**src/rtl/strrec_pkg.sv**
```systemverilog
// Shared definitions for the string-recognition datapath: shift-register
// mode codes, matcher FSM states and the default register width.
package strrec_pkg;

    localparam int DEFAULT_WIDTH = 4;

    localparam logic [1:0] MODE_HOLD = 2'b00;
    localparam logic [1:0] MODE_ROR  = 2'b01;
    localparam logic [1:0] MODE_ROL  = 2'b10;
    localparam logic [1:0] MODE_LOAD = 2'b11;

    typedef enum logic {
        IDLE   = 1'b0,
        SEARCH = 1'b1
    } state_t;

endpackage

```
**src/rtl/rot_pattern_matcher.sv**
```systemverilog
// Watches a rotating universal shift register and reports how many rotation
// steps it took for the register to reach a latched target pattern, or a miss
// once every position has been examined.
module rot_pattern_matcher
    import strrec_pkg::*;
#(
    parameter int WIDTH = DEFAULT_WIDTH,
    parameter int CW    = $clog2(WIDTH) + 1
) (
    input  logic             clk,
    input  logic             rst,
    input  logic [WIDTH-1:0] p,
    input  logic [1:0]       s,
    input  logic             start,
    input  logic [WIDTH-1:0] target,
    output logic             busy,
    output logic             found,
    output logic             miss,
    output logic [CW-1:0]    steps
);

    localparam logic [CW-1:0] LAST_POS = CW'(WIDTH - 1);
    localparam logic [CW-1:0] ALL_POS  = CW'(WIDTH);

    state_t           state;
    logic [CW-1:0]    cnt;
    logic [WIDTH-1:0] tgt;
    logic             dir_valid;
    logic [1:0]       dir;

    // Search FSM with inline rotation counter; all outputs registered.
    always_ff @(posedge clk) begin
        if (rst) begin
            state     <= IDLE;
            busy      <= 1'b0;
            found     <= 1'b0;
            miss      <= 1'b0;
            steps     <= '0;
            cnt       <= '0;
            tgt       <= '0;
            dir_valid <= 1'b0;
            dir       <= MODE_HOLD;
        end else begin
            // Pulses are low on every edge except the one that raises them.
            found <= 1'b0;
            miss  <= 1'b0;
            case (state)
                IDLE: begin
                    if (start) begin
                        tgt       <= target;
                        cnt       <= '0;
                        dir_valid <= 1'b0;
                        busy      <= 1'b1;
                        state     <= SEARCH;
                    end
                end
                SEARCH: begin
                    if (p == tgt) begin
                        found <= 1'b1;
                        steps <= cnt;
                        busy  <= 1'b0;
                        state <= IDLE;
                    end else if (cnt == LAST_POS) begin
                        miss  <= 1'b1;
                        steps <= ALL_POS;
                        busy  <= 1'b0;
                        state <= IDLE;
                    end else if (s == MODE_LOAD) begin
                        // A fresh value enters the register; count from scratch.
                        cnt       <= '0;
                        dir_valid <= 1'b0;
                    end else if (s == MODE_ROR || s == MODE_ROL) begin
                        if (!dir_valid || s == dir) begin
                            cnt <= cnt + 1'b1;
                        end else begin
                            // Reversal: the current position becomes the new origin.
                            cnt <= '0;
                        end
                        dir       <= s;
                        dir_valid <= 1'b1;
                    end
                end
                default: begin
                    state <= IDLE;
                    busy  <= 1'b0;
                end
            endcase
        end
    end

endmodule

```
**config.mk**
```make
export PLATFORM = sky130hd
export DESIGN_NAME = rot_pattern_matcher
export DESIGN_NICKNAME = d
export VERILOG_FILES = /design/src/rtl/strrec_pkg.sv /design/src/rtl/rot_pattern_matcher.sv
export SDC_FILE = /design/constraint.sdc
export NUM_CORES = 1
export LEC_CHECK = 0
export ABC_AREA = 1
export CORE_MARGIN = 2
export CORE_UTILIZATION = 40
export DETAILED_ROUTE_END_ITERATION = 7
export PLACE_DENSITY_LB_ADDON = 0.25
export SLEW_MARGIN = 20
export SYNTH_ARGS = -nofsm -noshare
export SYNTH_HDL_FRONTEND = slang
export SYNTH_SLANG_ARGS = --single-unit
```
**constraint.sdc**
```tcl
create_clock -name clk -period 2.9 [get_ports clk]
set_input_delay 0.29 -clock clk [delete_from_list [all_inputs] [get_ports clk]]
set_output_delay 0.29 -clock clk [all_outputs]
set_load 0.03 [all_outputs]
```
# == Yosys cells after proc, flatten, opt, wreduce, memory -nomap -nowiden ==
# Cells that the tools add are included.
# W data, S select, Z words.
# word_totals
word_cells,61
reg_bits,17
# op_classes
n_eq_ne,11
add_sub_neg,1
n_reduce_logical,11
bitwise_logic,4
mux,25
# ops
operator,n
$mux W3,8
$mux W1,13
$ne A2 B2 Y1 const B,3
$ne A3 B1 Y1 const B,2
$pmux W1 S2,3
$pmux W3 S2,1
$reduce_and A2 Y1,3
$reduce_and A5 Y1,1
$eq A2 B2 Y1 const B,2
$eq A4 B4 Y1,1
$not A1 Y1,4
$reduce_and A4 Y1,1
$add A3 B1 Y3 const B,1
$eq A3 B2 Y1 const B,1
$reduce_or A3 Y1,1
$eq A2 B1 Y1 const B,1
$eq A2 B2 Y1,1
$logic_or A1 B1 Y1,2
$reduce_bool A2 Y1,1
$reduce_or A2 Y1,1
$logic_not A1 Y1,1

# == Depth between registers and ports, before layout ==
# Gate-level depths: netlist (run 1).
# logic_depth
depth_word,8
depth_mapped,10
mapped_depth_nobuf,10

# == Worst setup path after synthesis (run 1) ==
# OpenSTA, ideal clock, no wires.
# synth_path
path_type,register to register
start,reg cnt[0]
end,reg dir[1]
path_slack_ns,1.565
setup_time_ns,0.117
t_arrival_ns,1.218
t_required_ns,2.783
path_stages_with_launch,7
path_cell_list,dfxtp_1 > ha_1 > ha_1 > nor4_2 > nand2_1 > o21ai_1 > a21oi_1
# synth_between
elab_chain_len,3
# synth_rtl
item,line_no,source
from (decl),rot_pattern_matcher.sv:26,logic [CW-1:0] cnt;
from (signal assigned),rot_pattern_matcher.sv:74,cnt <= cnt + 1'b1;
$eq A3 B2 Y1,rot_pattern_matcher.sv:63,end else if (cnt == LAST_POS) begin
$not A1 Y1 (no source line),--,
$reduce_and A5 Y1 (no source line),--,
to (signal assigned),rot_pattern_matcher.sv:79,dir <= s;
to (decl),rot_pattern_matcher.sv:29,logic [1:0] dir;
# Every way passes these cells.
# A chain may end at the register's enable or synchronous reset.

# == Final worst setup path (run 1) ==
# layout_path
start,reg steps[2]
end,out steps[2]
# layout_lines
item,line_no,source
from (decl),rot_pattern_matcher.sv:19,output logic [CW-1:0] steps
from (signal assigned),rot_pattern_matcher.sv:60,steps <= cnt;
# No word-level cell between the ends.

==> summary.md, run 1 <==
| Metric | Value |
|---|---|
| Result of the run | completed |
| Num rows | 16 |
| Relative area change from synthesis to final layout | 28.0% |
| Portion of total power attributed to sequential cells | 51.6% |
| Static Leakage | 0.492 nW |
| Compound-Gate Fraction of Synth Area | 12.6% |
| Overall global routing resource usage | 15.2% |
| Final hold violation count | 0 |
| Buffers inserted by post-CTS timing repair | 0 |
| Clock Sinks | 17 |
| Final setup violation count | 0 |
| Portion of the post-synthesis area used by sequential elements | 39.5% |
| Post-layout min period | 1.60 ns |
| Commonest non-fill, non-tap cell in the layout | sky130_fd_sc_hd__nand2_1 |
| Setup crit start kind | register |
| Total core area | 2000 µm² |
| Critical path's top delay family | buffers and inverters |
| Pins over their slew limit | 0 |
| DP HPWL | 1320 µm |
| Synthesized-area fraction occupied by and/or/nand/nor cells | 32.9% |
| Library cell with the largest summed area after synthesis | sky130_fd_sc_hd__dfxtp_1 |
| Placed cell count | 164 |
| Type of the worst setup path | reg -> out |
| Share of total power consumed by net switching | 30.4% |
| DRC errors left | 0 |
| Non-filler instance count after layout | 168 |
| Number of nets with antenna violations after routing | 0 |
| Post-synthesis instance area | 862 µm² |
| Commonest non-fill, non-tap cells in the layout | sky130_fd_sc_hd__nand2_1 (27), sky130_fd_sc_hd__clkdlybuf4s50_1 (18), sky130_fd_sc_hd__dfxtp_1 (17), sky130_fd_sc_hd__inv_1 (15), sky130_fd_sc_hd__a21oi_1 (13) |
| Worst-Skew Late Latency | 0.28 ns |
| Max cap viols | 0 |
| Share of cells above drive strength 1 | 14.9% |
| GR Overflow Total | 0 |
| Width of the die | 50.4 µm |
| Sw power | 0.000154 W |
| First-pass GRT wire length | 2960 µm |
| TNS Setup | 0 ns |
| Tightest slew margin relative to the limit | 78.4% |
| Period Utilization, post-route | 55.3% |
| Crit Path Max Fanout | 2 |
| Post-Place Setup Slack | 1.12 ns |
| Post-Layout Inst Area | 1100 µm² |
| Post-layout nets | 158 |
| Share of cell area taken by muxes after synthesis | 0% |
| Data arrival at the endpoint of the critical path | 1.31 ns |
| Hold Path Class | reg -> reg |
| Post-synth top area share | 39.5% |
| Count of cells resized by post-cts repair | 0 |
| I/O pin count | 19 |
| P per Cell Area | 459 nW/µm² |
| Total clock buffers created by CTS | 3 |
| Hold buffer count at cts | 0 |
| Worst Slack Setup Final | 1.30 ns |
| Average wire length per cell after detail routing | 10.1 µm |
| # diodes | 0 |
| Net Count, Synth | 135 |
| Number of vias per cell after detailed routing | 4.59 |
| XOR/XNOR Fraction of Synth Area | 1.02% |
| TritonCTS clock tree | built |
| Overall routed net length | 1690 µm |
| Number of filler cells placed in the layout | 200 |
| Number of antenna violations at the first check in global routing | 0 |
| Die area | 2540 µm² |
| Gate power share | 23.6% |
| Average footprint of a synthesized cell | 7.24 µm² |
| Internal cell power | 0.000352 W |
| Peak clock frequency supported by timing | 623 MHz |
| Cells along the critical path | clkdlybuf4s50_1 |
| Via count of the first global-routing pass | 755 |
| Starting Density | 43.1% |
| CP Data Required Time | 2.61 ns |
| Routability congestion estimate from global placement | 0.808 |
| Detailed-router iteration count before antenna repair | 4 |
| Top area cells in the synthesized netlist | sky130_fd_sc_hd__dfxtp_1 (39%), sky130_fd_sc_hd__nand2_1 (12%), sky130_fd_sc_hd__a21oi_1 (7.5%) |
| Via count | 771 |
| Clock transition at the registers of the reported paths | 0.10 ns |
| Slowest cell on crit path | sky130_fd_sc_hd__clkdlybuf4s50_1 |
| Critical Path Sink Type | output port |
| Post-DP Area | 1080 µm² |
| Port Buf Inserts | 18 |
| Maximum count of clock buffers along a single path | 2 |
| Maximum level of the CTS H-tree | 1 |
| Pin count of the biggest net entering global routing | 11 |
| Part of the power in the clock network | 24.8% |
| DR iter-0 viols | 11 |
| RSZ-0062 raised after global routing | no |
| Count of synthesis-stage warnings from yosys | 0 |
| Die Y-Extent | 50.4 µm |
| Max Clock Skew | 0.00165 ns |
| Largest vdd supply drop | 0.445 mV |
| Slew @ Worst Pin | 0.323 ns |
| Number of distinct standard cells referenced by the synthesized netlist | 18 |
| Register bit count reported by yosys | 17 |
| Main combinational cell family by area after synthesis | simple AND/OR/NAND/NOR gates |
| Synth Instances | 119 |
| Total power | 0.000506 W |
| Master cell of the clock root buffer | sky130_fd_sc_hd__clkbuf_4 |
| Highest cell delay on the worst timing path | 0.68 ns |
| Worst path bufs/invs | 1 |
| Arithmetic-cell share of the synthesized area counting full adders, half adders and majority gates | 4.35% |
## power by group through the flow
stage           logic, W  registers, W  clock network (W)
2_1_floorplan  0.0000791      0.000268                  0
3_3_place_gp    0.000116      0.000266                  0
3_5_place_dp    0.000120      0.000266                  0
4_1_cts         0.000121      0.000261           0.000131
5_1_grt         0.000136      0.000263           0.000145
6_report        0.000119      0.000261           0.000125
## worst paths after layout
path	startpoint	end	slack, ns	cells after the start
worst max-delay path	steps[2]$_SDFFE_PP0P_	steps[2]	1.30	1
worst max register to register	cnt[0]$_SDFFE_PP0P_	busy$_SDFFE_PP0P_	1.46	7
worst min-delay path	tgt[2]$_SDFFE_PP0P_	tgt[2]$_SDFFE_PP0P_	0.47	2
worst min register to register	tgt[2]$_SDFFE_PP0P_	tgt[2]$_SDFFE_PP0P_	0.47	2
## metrics by stage
stage | utilization, % | hold slack, ns
floorplan | - | 0.359
global placement | 53.8 | 0.448
detailed placement | 53.8 | 0.458
CTS | 55.1 | 0.474
global route | 55.1 | 0.501
finish | 55.1 | 0.468
## state kept, by name, indices dropped and copies added, names as in the netlist
register and count:
tgt 4, cnt 3, steps 3, dir 2
busy 1, dir_valid 1, found 1, miss 1
state 1
## synthesized netlist by cell type
cell type,n
sky130_fd_sc_hd__nor2_1,6
sky130_fd_sc_hd__nor4_2,1
sky130_fd_sc_hd__inv_2,5
sky130_fd_sc_hd__ha_1,3
sky130_fd_sc_hd__a21oi_1,13
sky130_fd_sc_hd__o21ai_2,1
sky130_fd_sc_hd__dfxtp_1,17
sky130_fd_sc_hd__nand3_1,10
sky130_fd_sc_hd__nor2_4,4
sky130_fd_sc_hd__xnor2_1,1
sky130_fd_sc_hd__clkinv_1,2
sky130_fd_sc_hd__nor3_1,1
sky130_fd_sc_hd__nand2_4,2
sky130_fd_sc_hd__o21ai_1,2
sky130_fd_sc_hd__inv_1,15
sky130_fd_sc_hd__nand2_2,4
sky130_fd_sc_hd__o21ai_0,5
sky130_fd_sc_hd__nand2_1,27
## cells by family (layout without fill, tap and decap cells)
| family | after synthesis | in the layout |
|---|---|---|
| compound gates | 21 | 21 |
| buf+inv | 22 | 44 |
| flops | 17 | 17 |
| simple gates | 55 | 55 |
| fa+ha+maj | 3 | 3 |
| xor+xnor | 1 | 1 |
## metal layers
metal	GRT usage, %	vias to the layer above	share of wire, %
met5	0	-	0
met1	16.5	334	47
met2	27.9	12	48
met3	4.76	2	4.6
met4	4.50	0	0.71
li1	-	423	-
## worst min-delay path, delay by kind of cell, from the launching register on
family          cells  cell delay, ns
compound gates      1            0.05
buf+inv             1            0.05
flops               1            0.33
## layout make-up
type                    count  area [µm²]  area share [%]
clock inverters             1        5.00           0.454
flip-flops and latches     17         340            30.8
repair buffers             18         180            16.3
clock buffers               3        22.5            2.04
multi-input cells          80         439            39.8
inverters                  22        82.6            7.48
well taps                  27        33.8            3.06
No activity file was read; power rests on OpenSTA's default activity.
==> run 2: changes to the inputs <==
==> constraint.sdc (replaced) <==
create_clock -name clk -period 1.65 [get_ports clk]
set_input_delay 0.165 -clock clk [delete_from_list [all_inputs] [get_ports clk]]
set_output_delay 0.165 -clock clk [all_outputs]
set_load 0.03 [all_outputs]
==> summary.md, run 2 (synthesis gave the netlist of run 1 again) <==
| Metric | Value |
|---|---|
| Cell depth of the worst hold path | 2 (unchanged) |
| Type of the worst setup path | reg -> out |
| Static Leakage | 0.517 nW (+5.0%) |
| Via count of the first global-routing pass | 765 (+1.3%) |
| Worst path bufs/invs | 1 (unchanged) |
| Worst min-delay path endpoint | tgt[2]$_SDFFE_PP0P_ |
| Commonest non-fill, non-tap cells in the layout | sky130_fd_sc_hd__nand2_1 (27), sky130_fd_sc_hd__clkdlybuf4s50_1 (18), sky130_fd_sc_hd__dfxtp_1 (17), sky130_fd_sc_hd__inv_1 (15), sky130_fd_sc_hd__a21oi_1 (13) |
| Post-Layout Inst Area | 1140 µm² (+3.4%) |
| Worst-Skew Late Latency | 0.29 ns (about the same) |
| Post-DP Area | 1110 µm² (+3.5%) |
| DR iter-0 viols | 11 (unchanged) |
| CP Data Required Time | 1.48 ns (-1.13 ns) |
| Number of nets with antenna violations after routing | 0 (unchanged) |
| Share of cells above drive strength 1 | 17.8% (+2.9 points) |
| Tightest slew margin relative to the limit | 79.5% (+1.1 points) |
| Maximum level of the CTS H-tree | 1 (unchanged) |
| Number of vias per cell after detailed routing | 4.57 (-0.37%) |
| Count of cells resized by post-cts repair | 0 (unchanged) |
| First-pass GRT wire length | 3100 µm (+4.7%) |
| Slew @ Worst Pin | 0.307 ns (-0.0159 ns) |
| RSZ-0062 raised after global routing | no |
| Internal cell power | 0.000628 W (+78%) |
| DP HPWL | 1390 µm (+4.9%) |
| Master cell of the clock root buffer | sky130_fd_sc_hd__clkbuf_4 |
| Starting Density | 43.1% (unchanged) |
| Data arrival at the endpoint of the critical path | 1.33 ns (+0.02 ns) |
| Die area | 2540 µm² (unchanged) |
| Clock transition at the registers of the reported paths | 0.10 ns (about the same) |
| Slowest cell on crit path | sky130_fd_sc_hd__clkdlybuf4s50_1 |
| Gate power share | 24.3% (+0.7 points) |
| I/O pin count | 19 (unchanged) |
| Port Buf Inserts | 18 (unchanged) |
| Crit Path Max Fanout | 2 (unchanged) |
| Reg2Reg Setup Slack | 0.19 ns (-1.27 ns) |
| Critical path's top delay family | buffers and inverters |
| Number of antenna violations at the first check in global routing | 0 (unchanged) |
| Start point of the worst hold path | tgt[2]$_SDFFE_PP0P_ |
| Average wire length per cell after detail routing | 10.2 µm (+0.78%) |
| Pins over their slew limit | 0 (unchanged) |
| Total core area | 2000 µm² (unchanged) |
| Portion of total power attributed to sequential cells | 50.8% (-0.8 points) |
| Die Y-Extent | 50.4 µm (unchanged) |
| Width of the die | 50.4 µm (unchanged) |
| Share of total power consumed by net switching | 30.4% (+0.046 points) |
| Hold Path Class | reg -> reg |
| Max Clock Skew | 0.00512 ns (+0.00347 ns) |
| Relative area change from synthesis to final layout | 32.4% |
| Post-layout min period | 1.49 ns |
| Detailed-router iteration count before antenna repair | 4 (unchanged) |
| Max cap viols | 0 (unchanged) |
| Largest Register | tgt |
| Top Registers | tgt (4), cnt (3), steps (3) |
| P per Cell Area | 792 nW/µm² (+73%) |
| Peak clock frequency supported by timing | 670 MHz |
| Launch point of the worst reg-to-reg path | cnt[0]$_SDFFE_PP0P_ |
| Via count | 791 (+2.6%) |
| DRC errors left | 0 (unchanged) |
| Buffers inserted by post-CTS timing repair | 0 (unchanged) |
| Total clock buffers created by CTS | 3 (unchanged) |
| Result of the run | completed |
| Sw power | 0.000275 W (+79%) |
| Critical R2R Capture | dir[1]$_SDFFE_PP0P_ |
| Pin count of the biggest net entering global routing | 11 (unchanged) |
| Post-Place Setup Slack | -0.0190 ns (-1.14 ns) |
| Number of flip-flops in the largest register | 4 (unchanged) |
| Final hold violation count | 0 (unchanged) |
| Worst Slack Setup Final | 0.158 ns (-1.14 ns) |
| Final setup violation count | 0 (unchanged) |
| Part of the power in the clock network | 24.9% (about the same) |
| TritonCTS clock tree | built |
| Hold buffer count at cts | 0 (unchanged) |
| Num rows | 16 (unchanged) |
| Cells along the critical path | clkdlybuf4s50_1 |
| Commonest non-fill, non-tap cell in the layout | sky130_fd_sc_hd__nand2_1 |
| Final design utilization | 57.0% (+1.9 points) |
| Post-layout nets | 163 (+3.2%) |
| Maximum count of clock buffers along a single path | 2 (unchanged) |
| Period Utilization, post-route | 90.4% |
| GR Overflow Total | 0 (unchanged) |
| TNS Setup | 0 ns (unchanged) |
| Critical Path Sink Type | output port |
| Overall routed net length | 1760 µm (+3.8%) |
| Worst Reg2Reg Path Length in Cells | 6 (-1) |
| Clock Sinks | 17 (unchanged) |
| Overall global routing resource usage | 16.2% (+1.1 points) |
| Setup crit start kind | register |
| Largest vdd supply drop | 0.411 mV (-7.7%) |
| # diodes | 0 (unchanged) |
| Highest cell delay on the worst timing path | 0.67 ns (about the same) |
| Routability congestion estimate from global placement | 0.763 (-5.5%) |
==> run 2: cell types whose count changed in the layout (fill, tap and decap cells not counted) <==
cell                    before  now
sky130_fd_sc_hd__buf_4       0    5
==> run 2: stage by stage <==
step                      hold slack, ns  power (W)  instances
after CTS                          0.467   0.000906        173
after floorplan                    0.234   0.000610        119
after detailed placement           0.452   0.000687        169
final                              0.464   0.000904        173
after global routing               0.496   0.000959        173
after global placement             0.445   0.000680        169
==> run 2: layout make-up <==
class	instances	area, µm²
fillers	187	861
multi-input cells	80	439
flip-flops and latches	17	340
repair buffers	23	218
inverters	22	82.6
well taps	27	33.8
clock buffers	3	22.5
clock inverters	1	5.00
==> run 2: power by group through the flow <==
stage,registers [W],clock network [W],logic [W]
final,0.000459,0.000225,0.000220
after global routing,0.000463,0.000248,0.000247
after CTS,0.000458,0.000226,0.000221
after detailed placement,0.000468,0,0.000220
after global placement,0.000466,0,0.000214
after floorplan,0.000471,0,0.000139
==> run 2: how the worst max path moves through the flow <==
stage,from,end,slack (ns),depth (start not counted)
after floorplan,cnt[0]$_SDFFE_PP0P_,dir[1]$_SDFFE_PP0P_,0.31,6
after global placement,s[1],dir[1]$_SDFFE_PP0P_,0.07,6
after detailed placement,s[1],dir[1]$_SDFFE_PP0P_,-0.02,6
after CTS,busy$_SDFFE_PP0P_,busy,0.16,1
after global routing,cnt[0]$_SDFFE_PP0P_,dir[1]$_SDFFE_PP0P_,0.06,6
final,busy$_SDFFE_PP0P_,busy,0.16,1
==> run 2: metal layers <==
metal	part of all wire (%)	wire [µm]	up-vias	track usage [%]
met4	1.7	29	0	7.66
met5	0	0	-	0
met2	48	850	14	28.5
li1	-	-	431	-
met3	5.2	91	4	5.36
met1	45	784	342	17.5
